[src/rtl/pc_fetch_unit.sv]
// -----------------------------------------------------------------------------
// pc_fetch_unit
//
// Instruction-fetch front end. It holds the program counter, issues one
// instruction-memory request at a time, and fills the IF/ID pipeline register.
// It also handles redirects (trap, MRET, branch, jump), load-use stalls and
// IF/ID flushes.
//
// A redirect that arrives while a request is still outstanding is parked in
// pend/pend_pc. IM_Addr must not move until IM_Ready, so the stale response is
// dropped when it finally lands and fetch restarts at the parked target.
//
// Ports
//   clk, rst          clock; asynchronous active-high reset
//   PcSel             01 branch, 10 jump/jalr, 00/11 sequential
//   Hazard_Stall      load-use stall from decode
//   Hazard_Flush      flush IF/ID to a bubble
//   Branch_Target     redirect target for PcSel=01
//   Jump_Target       redirect target for PcSel=10
//   Trap_Redirect     interrupt/exception taken, target Trap_Vector
//   Mret_Redirect     MRET retiring, target Mepc
//   IM_Req, IM_Addr   fetch request and word-aligned address
//   IM_Ready          one-cycle response strobe; IM_RData is the instruction
//   IF_ID_PC/Instr/Valid  IF/ID pipeline register
//   Fetch_Stall       fetch outstanding; the rest of the pipeline freezes
// -----------------------------------------------------------------------------
module pc_fetch_unit #(
    parameter logic [31:0] RESET_PC  = 32'h0000_0000,
    parameter logic [31:0] NOP_INSTR = 32'h0000_0013
) (
    input  logic        clk,
    input  logic        rst,
    input  logic [1:0]  PcSel,
    input  logic        Hazard_Stall,
    input  logic        Hazard_Flush,
    input  logic [31:0] Branch_Target,
    input  logic [31:0] Jump_Target,
    input  logic        Trap_Redirect,
    input  logic [31:0] Trap_Vector,
    input  logic        Mret_Redirect,
    input  logic [31:0] Mepc,
    output logic        IM_Req,
    output logic [31:0] IM_Addr,
    input  logic        IM_Ready,
    input  logic [31:0] IM_RData,
    output logic [31:0] IF_ID_PC,
    output logic [31:0] IF_ID_Instr,
    output logic        IF_ID_Valid,
    output logic        Fetch_Stall
);

    typedef enum logic {
        FETCH = 1'b0,
        HOLD  = 1'b1
    } state_t;

    state_t      state, state_n;
    logic [31:0] pc, pc_n;
    logic        pend, pend_n;
    logic [31:0] pend_pc, pend_pc_n;
    logic [31:0] hold_instr, hold_instr_n;
    logic [31:0] if_id_pc_n, if_id_instr_n;
    logic        if_id_valid_n;

    logic        redirect;
    logic [31:0] target;
    logic        flush;
    logic        load;
    logic [31:0] load_instr;

    // PcSel=11 is not a redirect; it behaves as sequential fetch.
    assign redirect = Trap_Redirect || Mret_Redirect ||
                      (PcSel == 2'b01) || (PcSel == 2'b10);

    always_comb begin
        if (Trap_Redirect)        target = Trap_Vector;
        else if (Mret_Redirect)   target = Mepc;
        else if (PcSel == 2'b01)  target = Branch_Target;
        else                      target = Jump_Target;
    end

    assign IM_Req      = (state == FETCH);
    assign IM_Addr     = {pc[31:2], 2'b00};
    assign Fetch_Stall = (state == FETCH) && !IM_Ready;

    always_comb begin
        // NOTE: every signal gets a default first, so no path can infer a latch.
        state_n      = state;
        pc_n         = pc;
        pend_n       = pend;
        pend_pc_n    = pend_pc;
        hold_instr_n = hold_instr;
        flush        = Hazard_Flush;
        load         = 1'b0;
        load_instr   = IM_RData;

        unique case (state)
            FETCH: begin
                if (!IM_Ready) begin
                    if (redirect) begin
                        // The address must stay put, so the target is parked.
                        pend_n    = 1'b1;
                        pend_pc_n = target;
                        flush     = 1'b1;
                    end
                end else if (pend || redirect) begin
                    // This response belongs to the wrong path, so it is dropped.
                    pc_n   = redirect ? target : pend_pc;
                    pend_n = 1'b0;
                    flush  = 1'b1;
                end else if (Hazard_Stall) begin
                    hold_instr_n = IM_RData;
                    state_n      = HOLD;
                end else begin
                    load = 1'b1;
                    pc_n = pc + 32'd4;
                end
            end
            HOLD: begin
                if (redirect) begin
                    hold_instr_n = '0;
                    pc_n         = target;
                    flush        = 1'b1;
                    state_n      = FETCH;
                end else if (!Hazard_Stall) begin
                    load       = 1'b1;
                    load_instr = hold_instr;
                    pc_n       = pc + 32'd4;
                    state_n    = FETCH;
                end
            end
            default: state_n = FETCH;
        endcase

        // A flush wins over a load. IF_ID_PC keeps its value in both cases
        // except a real load.
        if_id_pc_n    = IF_ID_PC;
        if_id_instr_n = IF_ID_Instr;
        if_id_valid_n = IF_ID_Valid;
        if (flush) begin
            if_id_instr_n = NOP_INSTR;
            if_id_valid_n = 1'b0;
        end else if (load) begin
            if_id_pc_n    = pc;
            if_id_instr_n = load_instr;
            if_id_valid_n = 1'b1;
        end
    end

    // NOTE: sequential state uses non-blocking assignments only, so every
    // register samples the pre-edge values of the others.
    always_ff @(posedge clk or posedge rst) begin
        if (rst) begin
            state       <= FETCH;
            pc          <= RESET_PC;
            pend        <= 1'b0;
            pend_pc     <= '0;
            hold_instr  <= '0;
            IF_ID_PC    <= '0;
            IF_ID_Instr <= NOP_INSTR;
            IF_ID_Valid <= 1'b0;
        end else begin
            state       <= state_n;
            pc          <= pc_n;
            pend        <= pend_n;
            pend_pc     <= pend_pc_n;
            hold_instr  <= hold_instr_n;
            IF_ID_PC    <= if_id_pc_n;
            IF_ID_Instr <= if_id_instr_n;
            IF_ID_Valid <= if_id_valid_n;
        end
    end

endmodule

[config.mk]
export PLATFORM = sky130hd
export DESIGN_NAME = pc_fetch_unit
export DESIGN_NICKNAME = d
export VERILOG_FILES = /design/src/rtl/pc_fetch_unit.sv
export SDC_FILE = /design/constraint.sdc
export NUM_CORES = 1
export LEC_CHECK = 0
export CAP_MARGIN = 20
export CORE_MARGIN = 10
export CORE_UTILIZATION = 30
export DETAILED_ROUTE_END_ITERATION = 6
export PLACE_DENSITY = 0.66
export SLEW_MARGIN = 30
export SYNTH_ARGS = -nofsm -noshare
export SYNTH_HDL_FRONTEND = slang
export SYNTH_SLANG_ARGS = --single-unit
[constraint.sdc]
create_clock -name clk -period 17 [get_ports clk]
set_clock_uncertainty 0.1 [all_clocks]
set_input_delay 3.4 -clock clk [delete_from_list [all_inputs] [get_ports clk]]
set_output_delay 3.4 -clock clk [all_outputs]
set_load 0.02 [all_outputs]
==> reports/qor.txt, run 1 <==
Residual DRC -> 0
Critical-path cell list -> clkdlybuf4s50_1, or2_1, buf_4, inv_2, clkdlybuf4s50_1
# fillers -> 2922
Slowest CP cell -> clkdlybuf4s50_1
Post-route setup TNS -> 0 ns
Boundary Pins -> 268
Seq cells post-synth -> 163
DRT iter0 DRCs -> 704
CTS max path bufs -> 2
FMAX -> 108 MHz
Critical path required time -> 13.50 ns
H-tree depth -> 4
Reg2Reg Depth -> 7
Starting density of the core -> 30.6%
Gr ovfl total -> 0
Synthesized instance count -> 927
Tcrit/Tclk final -> 54.6%
R2r endpoint -> pc[22]
Layout Nets -> 1289
P_leak -> 5.27 nW
Reg area -> 0.00408 mm²
Dominant synthesized flop cell -> dfrtp_1
Reg2reg start -> state
Most used routing layer -> met2
Fin crit period -> 9.29 ns
Top fanout value on the critical path -> 37
Die width -> 194 µm
Die Area -> 0.0378 mm²
Wire per inst -> 20.3 µm
Number of synthesized flops with an enable pin -> 0
GRT met1 Usage -> 21.1%
Reg-to-reg slack, setup -> 14.07 ns
Pre-Repair DR Iteration Count -> 5
Core footprint -> 0.0299 mm²
Critical path capture point type -> output pin
First-pass GRT wire length -> 47300 µm
CP Class -> in2out
RSZ-0062 raised after global routing -> no
Max cap viols -> 0
HP Class -> reg2reg
Async SR Flop Fraction -> 100%
Slowest Stage Delay on Critical Path -> 0.75 ns
Final GP Congestion -> 0.854
Seq/Total Area, Yosys -> 44.7%
Post-place setup slack -> 7.74 ns
Finished layout cell area -> 0.0124 mm²
TritonCTS clock tree -> built
VDD IR-drop max -> 0.0701 mV
CP Depth -> 5
Worst setup SP type -> primary input
# setup viols final -> 0
PwrDens -> 94.0 mW/mm²
Clk_lat worst skew -> 0.43 ns
P&R area growth vs syn -> 35.7%
Placed Instances -> 1489
WHS -> 0.386 ns
Total CTS buffers -> 17
Avg Cell Area, Syn -> 9.85 µm²
Hold Crit Start -> IF_ID_Instr[12]
Layout Cells excl Fill -> 1522
Slew @ Worst Pin -> 0.879 ns
Met2 Usage GRT -> 23.5%
Final Hold Violating Endpoints -> 0
Synthesis warning total -> 0
Postcts setup bufs -> 0
Slew Viols, Final -> 0
WHS Path Cells -> 2
Cell Area, Synth -> 0.00913 mm²
Top delay family on crit path -> buffers and inverters
Cell area after placement -> 0.0118 mm²
Setup WS post-layout -> 7.71 ns
Multi-input gate area -> 0.00443 mm²
Root buf cell -> clkbuf_16
Worst-path clk slew -> 0.08 ns
Worst slew margin -> 41.4%
Post-cts sizing count -> 0
Worst hold path endpoint -> IF_ID_Instr[12]
Final ANT Viol Nets -> 0
Drt via density -> 5.28
Worst Path Buf+Inv -> 4
Worst Path Arrival -> 5.79 ns
Diodes inserted -> 0
Core Util, Final -> 41.5%
Vias in the first global route -> 7868
Initial antenna violation count -> 1
Largest net degree at the start of global routing -> 85
GR Util All Layers -> 15.5%
Num Clock Sinks -> 163
PortBufs -> 265
Vias post-DR -> 8043
Total wire length -> 30800 µm
Most frequent CP cell -> clkdlybuf4s50_1
Power, Total -> 1.16 mW
GRT met3 Usage -> 4.56%
Cell variety after synth -> 77
Placement row count -> 63
Dpl hpwl -> 22600 µm
Die height -> 194 µm
Hold-fix buffers, CTS -> 0
Status -> complete, no violations
Layout cells sized above 1 -> 8.66%
==> cell families after synthesis <==
| family | after synthesis | synth area share (%) |
|---|---|---|
| AO/OA/AOI/OAI | 281 | 21.6 |
| buffers and inverters | 113 | 7.11 |
| adder cells (fa/ha/maj) | 1 | 0.137 |
| flip-flops | 163 | 44.7 |
| other | 1 | 0.0411 |
| AND/OR/NAND/NOR | 275 | 14.5 |
| XOR/XNOR | 2 | 0.397 |
| multiplexers | 91 | 11.5 |
==> worst reg2reg max path, stage by stage, from the launching register on <==
cell and delay (ns):
dfrtp_1 0.60, or2_1 0.16, buf_4 0.35, inv_2 0.39, a221o_1 0.39, a221oi_1 0.50
a21oi_1 0.14, a2bb2oi_1 0.16
==> cell type report <==
class                           count  area share [%]
Sequential cell                   163            32.9
Multi-Input combinational cell    652            35.8
Timing Repair Buffer              275            22.1
Inverter                           10           0.343
Clock inverter                     15            1.45
Tap cell                          390            3.94
Clock buffer                       17            3.43
==> sequential cells by signal, summed over array words and instances, names as in the netlist <==
name         flops
pc              32
pend             1
IF_ID_PC        32
pend_pc         32
IF_ID_Instr     32
state            1
hold_instr      32
IF_ID_Valid      1
==> cell usage after synthesis (all sizes together) (3+ instances only) <==
| cell type | instances | area [µm²] |
|---|---|---|
| o21a | 10 | 75.1 |
| o221ai | 5 | 43.8 |
| mux2 | 49 | 627 |
| a221o | 17 | 170 |
| nor3 | 18 | 106 |
| and2 | 9 | 56.3 |
| o211ai | 13 | 97.6 |
| and4 | 5 | 43.8 |
| a22o | 31 | 272 |
| dfrtp | 160 | 4000 |
| o31ai | 6 | 45.0 |
| a221oi | 9 | 78.8 |
| nand4 | 7 | 43.8 |
| o21ai | 68 | 340 |
| nand2 | 109 | 412 |
| and3 | 5 | 31.3 |
| nand3 | 15 | 75.1 |
| a21oi | 43 | 215 |
| a211o | 4 | 35.0 |
| a31oi | 18 | 113 |
| mux2i | 42 | 420 |
| a22oi | 3 | 22.5 |
| nor2 | 63 | 239 |
| buf | 69 | 484 |
| or3 | 3 | 18.8 |
| nor4 | 8 | 50.1 |
| inv | 10 | 37.5 |
| a311oi | 8 | 76.3 |
| o22a | 5 | 43.8 |
| nand2b | 7 | 43.8 |
| and3b | 3 | 26.3 |
| a2bb2oi | 8 | 70.1 |
| a41oi | 3 | 26.3 |
| nor2b | 12 | 82.6 |
| a211oi | 9 | 67.6 |
| a21o | 3 | 22.5 |
| nand4b | 3 | 26.3 |
| dfstp | 3 | 78.8 |
| clkbuf | 34 | 128 |
==> metal layers <==
metal | up-vias | wire, µm | share of wire, %
met3 | 21 | 2510 | 8.1
li1 | 3793 | - | -
met2 | 344 | 13800 | 45
met5 | - | 0 | 0
met1 | 3885 | 14100 | 46
met4 | 0 | 401 | 1.3
==> how the worst max path moves through the flow <==
| stage | start | to | slack (ns) |
|---|---|---|---|
| 3_3_place_gp | IM_Ready | Fetch_Stall | 7.73 |
| 5_1_grt | IM_Ready | Fetch_Stall | 7.66 |
| 4_1_cts | IM_Ready | Fetch_Stall | 7.74 |
| 2_1_floorplan | rst | IF_ID_Instr[10] | 9.10 |
| 3_5_place_dp | IM_Ready | Fetch_Stall | 7.74 |
| 6_report | IM_Ready | Fetch_Stall | 7.71 |
==> placed cells by master (no fill, tap or decap), types with 13 or more instances in the layout <==
master,instances
nor2_1,62
o21ai_1,35
clkdlybuf4s50_1,263
o211ai_1,13
clkbuf_16,17
nand2_1,108
nand3_1,14
nor3_1,15
mux2_4,20
o21ai_0,33
a21oi_1,42
a31oi_1,18
mux2_1,15
mux2_2,14
a221o_1,17
dfrtp_1,160
mux2i_1,42
a22o_1,31
==> power breakdown <==
group | internal (mW) | switching [mW] | total (mW)
clock | 0.200 | 0.191 | 0.390
sequential | 0.442 | 0.0517 | 0.494
combinational | 0.147 | 0.134 | 0.280
No activity file was read; power rests on OpenSTA's default activity.
==> run 2: changes to the inputs <==
--- a/config.mk
+++ b/config.mk
@@ -9,7 +9,7 @@
 export CORE_MARGIN = 10
 export CORE_UTILIZATION = 30
 export DETAILED_ROUTE_END_ITERATION = 6
-export PLACE_DENSITY = 0.66
+export PLACE_DENSITY = 0.68
 export SLEW_MARGIN = 30
 export SYNTH_ARGS = -nofsm -noshare
 export SYNTH_HDL_FRONTEND = slang
==> constraint.sdc (replaced) <==
create_clock -name clk -period 7.5 [get_ports clk]
set_clock_uncertainty 0.1 [all_clocks]
set_input_delay 1.5 -clock clk [delete_from_list [all_inputs] [get_ports clk]]
set_output_delay 1.5 -clock clk [all_outputs]
set_load 0.02 [all_outputs]
==> reports/qor.txt, run 2 (synthesized netlist as in run 1, its figures left out) <==
Final ANT Viol Nets -> 0 (unchanged)
Boundary Pins -> 268 (unchanged)
Critical path required time -> 5.90 ns (-7.60 ns)
Residual DRC -> 0 (unchanged)
Die Area -> 0.0378 mm² (unchanged)
Gr ovfl total -> 0 (unchanged)
Core footprint -> 0.0299 mm² (unchanged)
HP Class -> reg2reg
Wire per inst -> 20.1 µm (-0.76%)
Hold-fix buffers, CTS -> 0 (unchanged)
Worst slew margin -> 34.6% (-6.8 points)
Vias post-DR -> 8022 (-0.26%)
Status -> complete, no violations
Die height -> 194 µm (unchanged)
Fin crit period -> 5.49 ns
Post-cts sizing count -> 0 (unchanged)
Max cap viols -> 0 (unchanged)
Post-route setup TNS -> 0 ns (unchanged)
Top fanout value on the critical path -> 37 (unchanged)
DRT iter0 DRCs -> 703 (-0.14%)
Tcrit/Tclk final -> 73.2%
Layout cells sized above 1 -> 8.58% (-0.081 points)
Pre-Repair DR Iteration Count -> 6 (+1)
RSZ-0062 raised after global routing -> no
WHS -> 0.388 ns (+0.00189 ns)
# setup viols final -> 0 (unchanged)
Postcts setup bufs -> 0 (unchanged)
Power, Total -> 2.65 mW (+130%)
Leading cell types in the layout, fill and taps excluded -> clkdlybuf4s50_1 (263), dfrtp_1 (160), nand2_1 (108)
First-pass GRT wire length -> 47900 µm (+1.3%)
Starting density of the core -> 30.6% (unchanged)
Total wire length -> 30600 µm (-0.83%)
Worst setup SP type -> primary input
FMAX -> 182 MHz
Cell area after placement -> 0.0118 mm² (unchanged)
PortBufs -> 265 (unchanged)
# fillers -> 2905 (-0.58%)
P_leak -> 5.26 nW (-0.13%)
Final Hold Violating Endpoints -> 0 (unchanged)
Clk_lat worst skew -> 0.43 ns (about the same)
Worst-path clk slew -> 0.07 ns (about the same)
Initial antenna violation count -> 1 (unchanged)
PwrDens -> 214 mW/mm² (+130%)
CP Class -> in2out
Slew @ Worst Pin -> 0.981 ns (+0.102 ns)
Worst Path Arrival -> 3.89 ns (-1.90 ns)
Diodes inserted -> 0 (unchanged)
Drt via density -> 5.27 (-0.20%)
Vias in the first global route -> 8109 (+3.1%)
CTS max path bufs -> 2 (unchanged)
Reg area -> 0.00408 mm² (unchanged)
Total CTS buffers -> 17 (unchanged)
Commonest non-fill, non-tap cell in the layout -> clkdlybuf4s50_1
Placement row count -> 63 (unchanged)
Dpl hpwl -> 22700 µm (+0.27%)
Finished layout cell area -> 0.0124 mm² (about the same)
TritonCTS clock tree -> built
H-tree depth -> 4 (unchanged)
P&R area growth vs syn -> 35.6% (about the same)
Die width -> 194 µm (unchanged)
Num Clock Sinks -> 163 (unchanged)
Critical path capture point type -> output pin
Slew Viols, Final -> 0 (unchanged)
Multi-input gate area -> 0.00443 mm² (about the same)
GR Util All Layers -> 15.6% (+0.10 points)
Largest net degree at the start of global routing -> 85 (unchanged)
VDD IR-drop max -> 0.154 mV (+120%)
Layout Nets -> 1288 (-0.078%)
Root buf cell -> clkbuf_16
Final GP Congestion -> 0.878 (+2.8%)
-- run 2: path summary, 6_finish.rpt --
| kind | start | end | slack [ns] | cells after the start |
|---|---|---|---|---|
| worst min register to register | IF_ID_PC[2] | IF_ID_PC[2] | 0.39 | 2 |
| max in group asynchronous | rst | pend_pc[18] | 4.53 | 3 |
| worst max-delay path | IM_Ready | Fetch_Stall | 2.01 | 5 |
| worst max register to register | state | pc[22] | 4.65 | 7 |
| worst min-delay path | IF_ID_PC[2] | IF_ID_PC[2] | 0.39 | 2 |
| min in group asynchronous | rst | IF_ID_PC[31] | 1.52 | 2 |
-- run 2: stage by stage --
step	utilization, %	worst slack (ns)	cells
6_report	41.4	2.01	1521
5_1_grt	41.4	1.91	1521
4_1_cts	41.4	2.01	1521
3_5_place_dp	39.4	2.04	1489
3_3_place_gp	39.3	2.03	1489
2_1_floorplan	-	1.50	928
-- run 2: metal layers --
metal  GRT usage, %  up-vias  wire length (µm)
met4           3.86        2               374
met3           4.27       28              2500
met2           24.8      319             14300
met1           20.5     3892             13400
met5              0        -                10
li1               -     3781                 -
-- run 2: final cells by class --
class                           instances  share of cell area (%)
Clock buffer                           17                    3.44
Clock inverter                         15                    1.63
Inverter                               10                   0.344
Multi-Input combinational cell        652                    35.8
Sequential cell                       163                    33.0
Tap cell                              390                    3.94
Timing Repair Buffer                  274                    21.9
-- run 2: power breakdown --
part	internal [mW]	switching, mW
combinational	0.332	0.301
sequential	1.00	0.116
clock	0.458	0.442
-- run 2: worst max-delay path, cell delays in order --
cell	delay (ns)
clkdlybuf4s50_1	0.55
or2_1	0.27
buf_4	0.26
inv_2	0.54
clkdlybuf4s50_1	0.74
==> run 3: changes to the inputs <==
==> constraint.sdc (replaced) <==
create_clock -name clk -period 4.7 [get_ports clk]
set_clock_uncertainty 0.1 [all_clocks]
set_input_delay 0.94 -clock clk [delete_from_list [all_inputs] [get_ports clk]]
set_output_delay 0.94 -clock clk [all_outputs]
set_load 0.02 [all_outputs]
==> reports/qor.txt, run 3 (synthesized netlist as in run 1, its figures left out) <==
Status -> complete, no violations
Post-place setup slack -> 0.616 ns (-1.43 ns)
Die height -> 194 µm (unchanged)
Residual DRC -> 0 (unchanged)
Slowest Stage Delay on Critical Path -> 0.73 ns (about the same)
TritonCTS clock tree -> built
DRT iter0 DRCs -> 754 (+7.3%)
Boundary Pins -> 268 (unchanged)
Tcrit/Tclk final -> 76.4%
Final ANT Viol Nets -> 0 (unchanged)
RSZ-0062 raised after global routing -> no
Starting density of the core -> 30.6% (unchanged)
P_leak -> 5.31 nW (+0.93%)
VDD IR-drop max -> 0.252 mV (+64%)
Num Clock Sinks -> 163 (unchanged)
Top delay family on crit path -> simple AND/OR/NAND/NOR gates
Worst-path clk slew -> 0.08 ns (about the same)
Final GP Congestion -> 0.878 (about the same)
Layout cells sized above 1 -> 9.21% (+0.63 points)
GR Util All Layers -> 16.0% (+0.42 points)
PwrDens -> 339 mW/mm² (+58%)
Gr ovfl total -> 0 (unchanged)
Fin crit period -> 3.59 ns
Top fanout value on the critical path -> 51 (+38%)
Worst Path Buf+Inv -> 2 (-2)
Worst setup SP type -> primary input
Leading cell types in the layout, fill and taps excluded -> clkdlybuf4s50_1 (263), dfrtp_1 (160), nand2_1 (108)
Slew Viols, Final -> 0 (unchanged)
Vias in the first global route -> 8271 (+2.0%)
Critical path required time -> 4.91 ns (-0.99 ns)
CP Class -> in2reg
CTS max path bufs -> 2 (unchanged)
Die Area -> 0.0378 mm² (unchanged)
Core footprint -> 0.0299 mm² (unchanged)
Core Util, Final -> 41.7% (+0.30 points)
Vias post-DR -> 8151 (+1.6%)
Power, Total -> 4.23 mW (+60%)
Total wire length -> 31200 µm (+1.9%)
Post-cts sizing count -> 0 (unchanged)
Worst slew margin -> 42.8% (+8.2 points)
Placement row count -> 63 (unchanged)
Drt via density -> 5.33 (+1.0%)
Postcts setup bufs -> 0 (unchanged)
Reg-to-reg slack, setup -> 2.01 ns (-2.64 ns)
Die width -> 194 µm (unchanged)
Wire per inst -> 20.4 µm (+1.3%)
Initial antenna violation count -> 0 (-1)
Max cap viols -> 0 (unchanged)
H-tree depth -> 4 (unchanged)
First-pass GRT wire length -> 48800 µm (+2.0%)
Largest net degree at the start of global routing -> 77 (-9.4%)
Diodes inserted -> 0 (unchanged)
Post-route setup TNS -> 0 ns (unchanged)
Critical path capture point type -> flop
Setup WS post-layout -> 1.11 ns (-0.898 ns)
Commonest non-fill, non-tap cell in the layout -> clkdlybuf4s50_1
Hold-fix buffers, CTS -> 0 (unchanged)
Total CTS buffers -> 17 (unchanged)
P&R area growth vs syn -> 36.6%
Pre-Repair DR Iteration Count -> 5 (-1)
Final Hold Violating Endpoints -> 0 (unchanged)
Critical-path cell list -> clkdlybuf4s50_1, xnor2_4, nand2_2, or4_4, buf_16, mux2_1
Slew @ Worst Pin -> 0.858 ns (-0.122 ns)
FMAX -> 279 MHz
Layout Nets -> 1297 (+0.70%)
# setup viols final -> 0 (unchanged)
Root buf cell -> clkbuf_16
Dpl hpwl -> 23400 µm (+3.2%)
Slowest CP cell -> or4_4
Worst Path Arrival -> 3.80 ns (-0.09 ns)
Clk_lat worst skew -> 0.43 ns (about the same)
HP Class -> reg2reg
PortBufs -> 265 (unchanged)
==> run 3: cell types whose count changed in the layout (fill, tap and decap cells not counted) <==
cell	previous run	this run
clkinvlp_4	0	2
buf_16	0	1
inv_12	1	0
inv_8	1	5
clkinv_8	8	6
nand3_1	14	15
buf_4	8	15
nand3_2	1	0
buf_6	1	0
inv_6	5	2
buf_12	0	2
==> run 3: power breakdown <==
| part | total (mW) | switching (mW) | internal (mW) |
|---|---|---|---|
| clock | 1.42 | 0.698 | 0.725 |
| sequential | 1.79 | 0.192 | 1.60 |
| combinational | 1.02 | 0.483 | 0.536 |
==> run 3: worst register-to-register path, cell delays in order (launching register included) <==
cell	delay (ns)
dfrtp_1	0.60
nor2b_1	0.09
buf_4	0.23
and3_1	0.51
a221oi_1	0.73
a21oi_1	0.14
a2bb2oi_1	0.16
==> run 3: path summary, 6_finish.rpt <==
path | depth (start not counted) | start | endpoint
min in group asynchronous | 2 | rst | IF_ID_Instr[8]
max in group asynchronous | 3 | rst | pc[30]
worst max-delay path | 6 | PcSel[1] | IF_ID_PC[7]
worst max register to register | 6 | state | pc[22]
worst min-delay path | 2 | IF_ID_Instr[18] | IF_ID_Instr[18]
worst min register to register | 2 | IF_ID_Instr[18] | IF_ID_Instr[18]
==> run 3: routing by layer <==
layer	global-route usage (%)	share of wire [%]	up-vias
li1	-	-	3796
met1	20.8	44	3963
met2	24.8	45	367
met3	5.37	9.1	25
met4	4.57	1.5	0
met5	0	0	-
==> run 3: per-stage QoR <==
step	hold WS, ns	instances	instance area, µm²
finish	0.386	1530	12500
global route	0.410	1530	12500
CTS	0.394	1529	12400
detailed placement	0.375	1497	11800
global placement	0.368	1497	11800
floorplan	0.356	928	9140
==> run 3: final cells by class <==
type                    instances  area [µm²]
clock buffers                  17         425
well taps                     390         488
clock inverters                15         188
fillers                      2886       17400
inverters                      10        41.3
repair buffers                283        2820
flip-flops and latches        163        4080
multi-input cells             652        4420
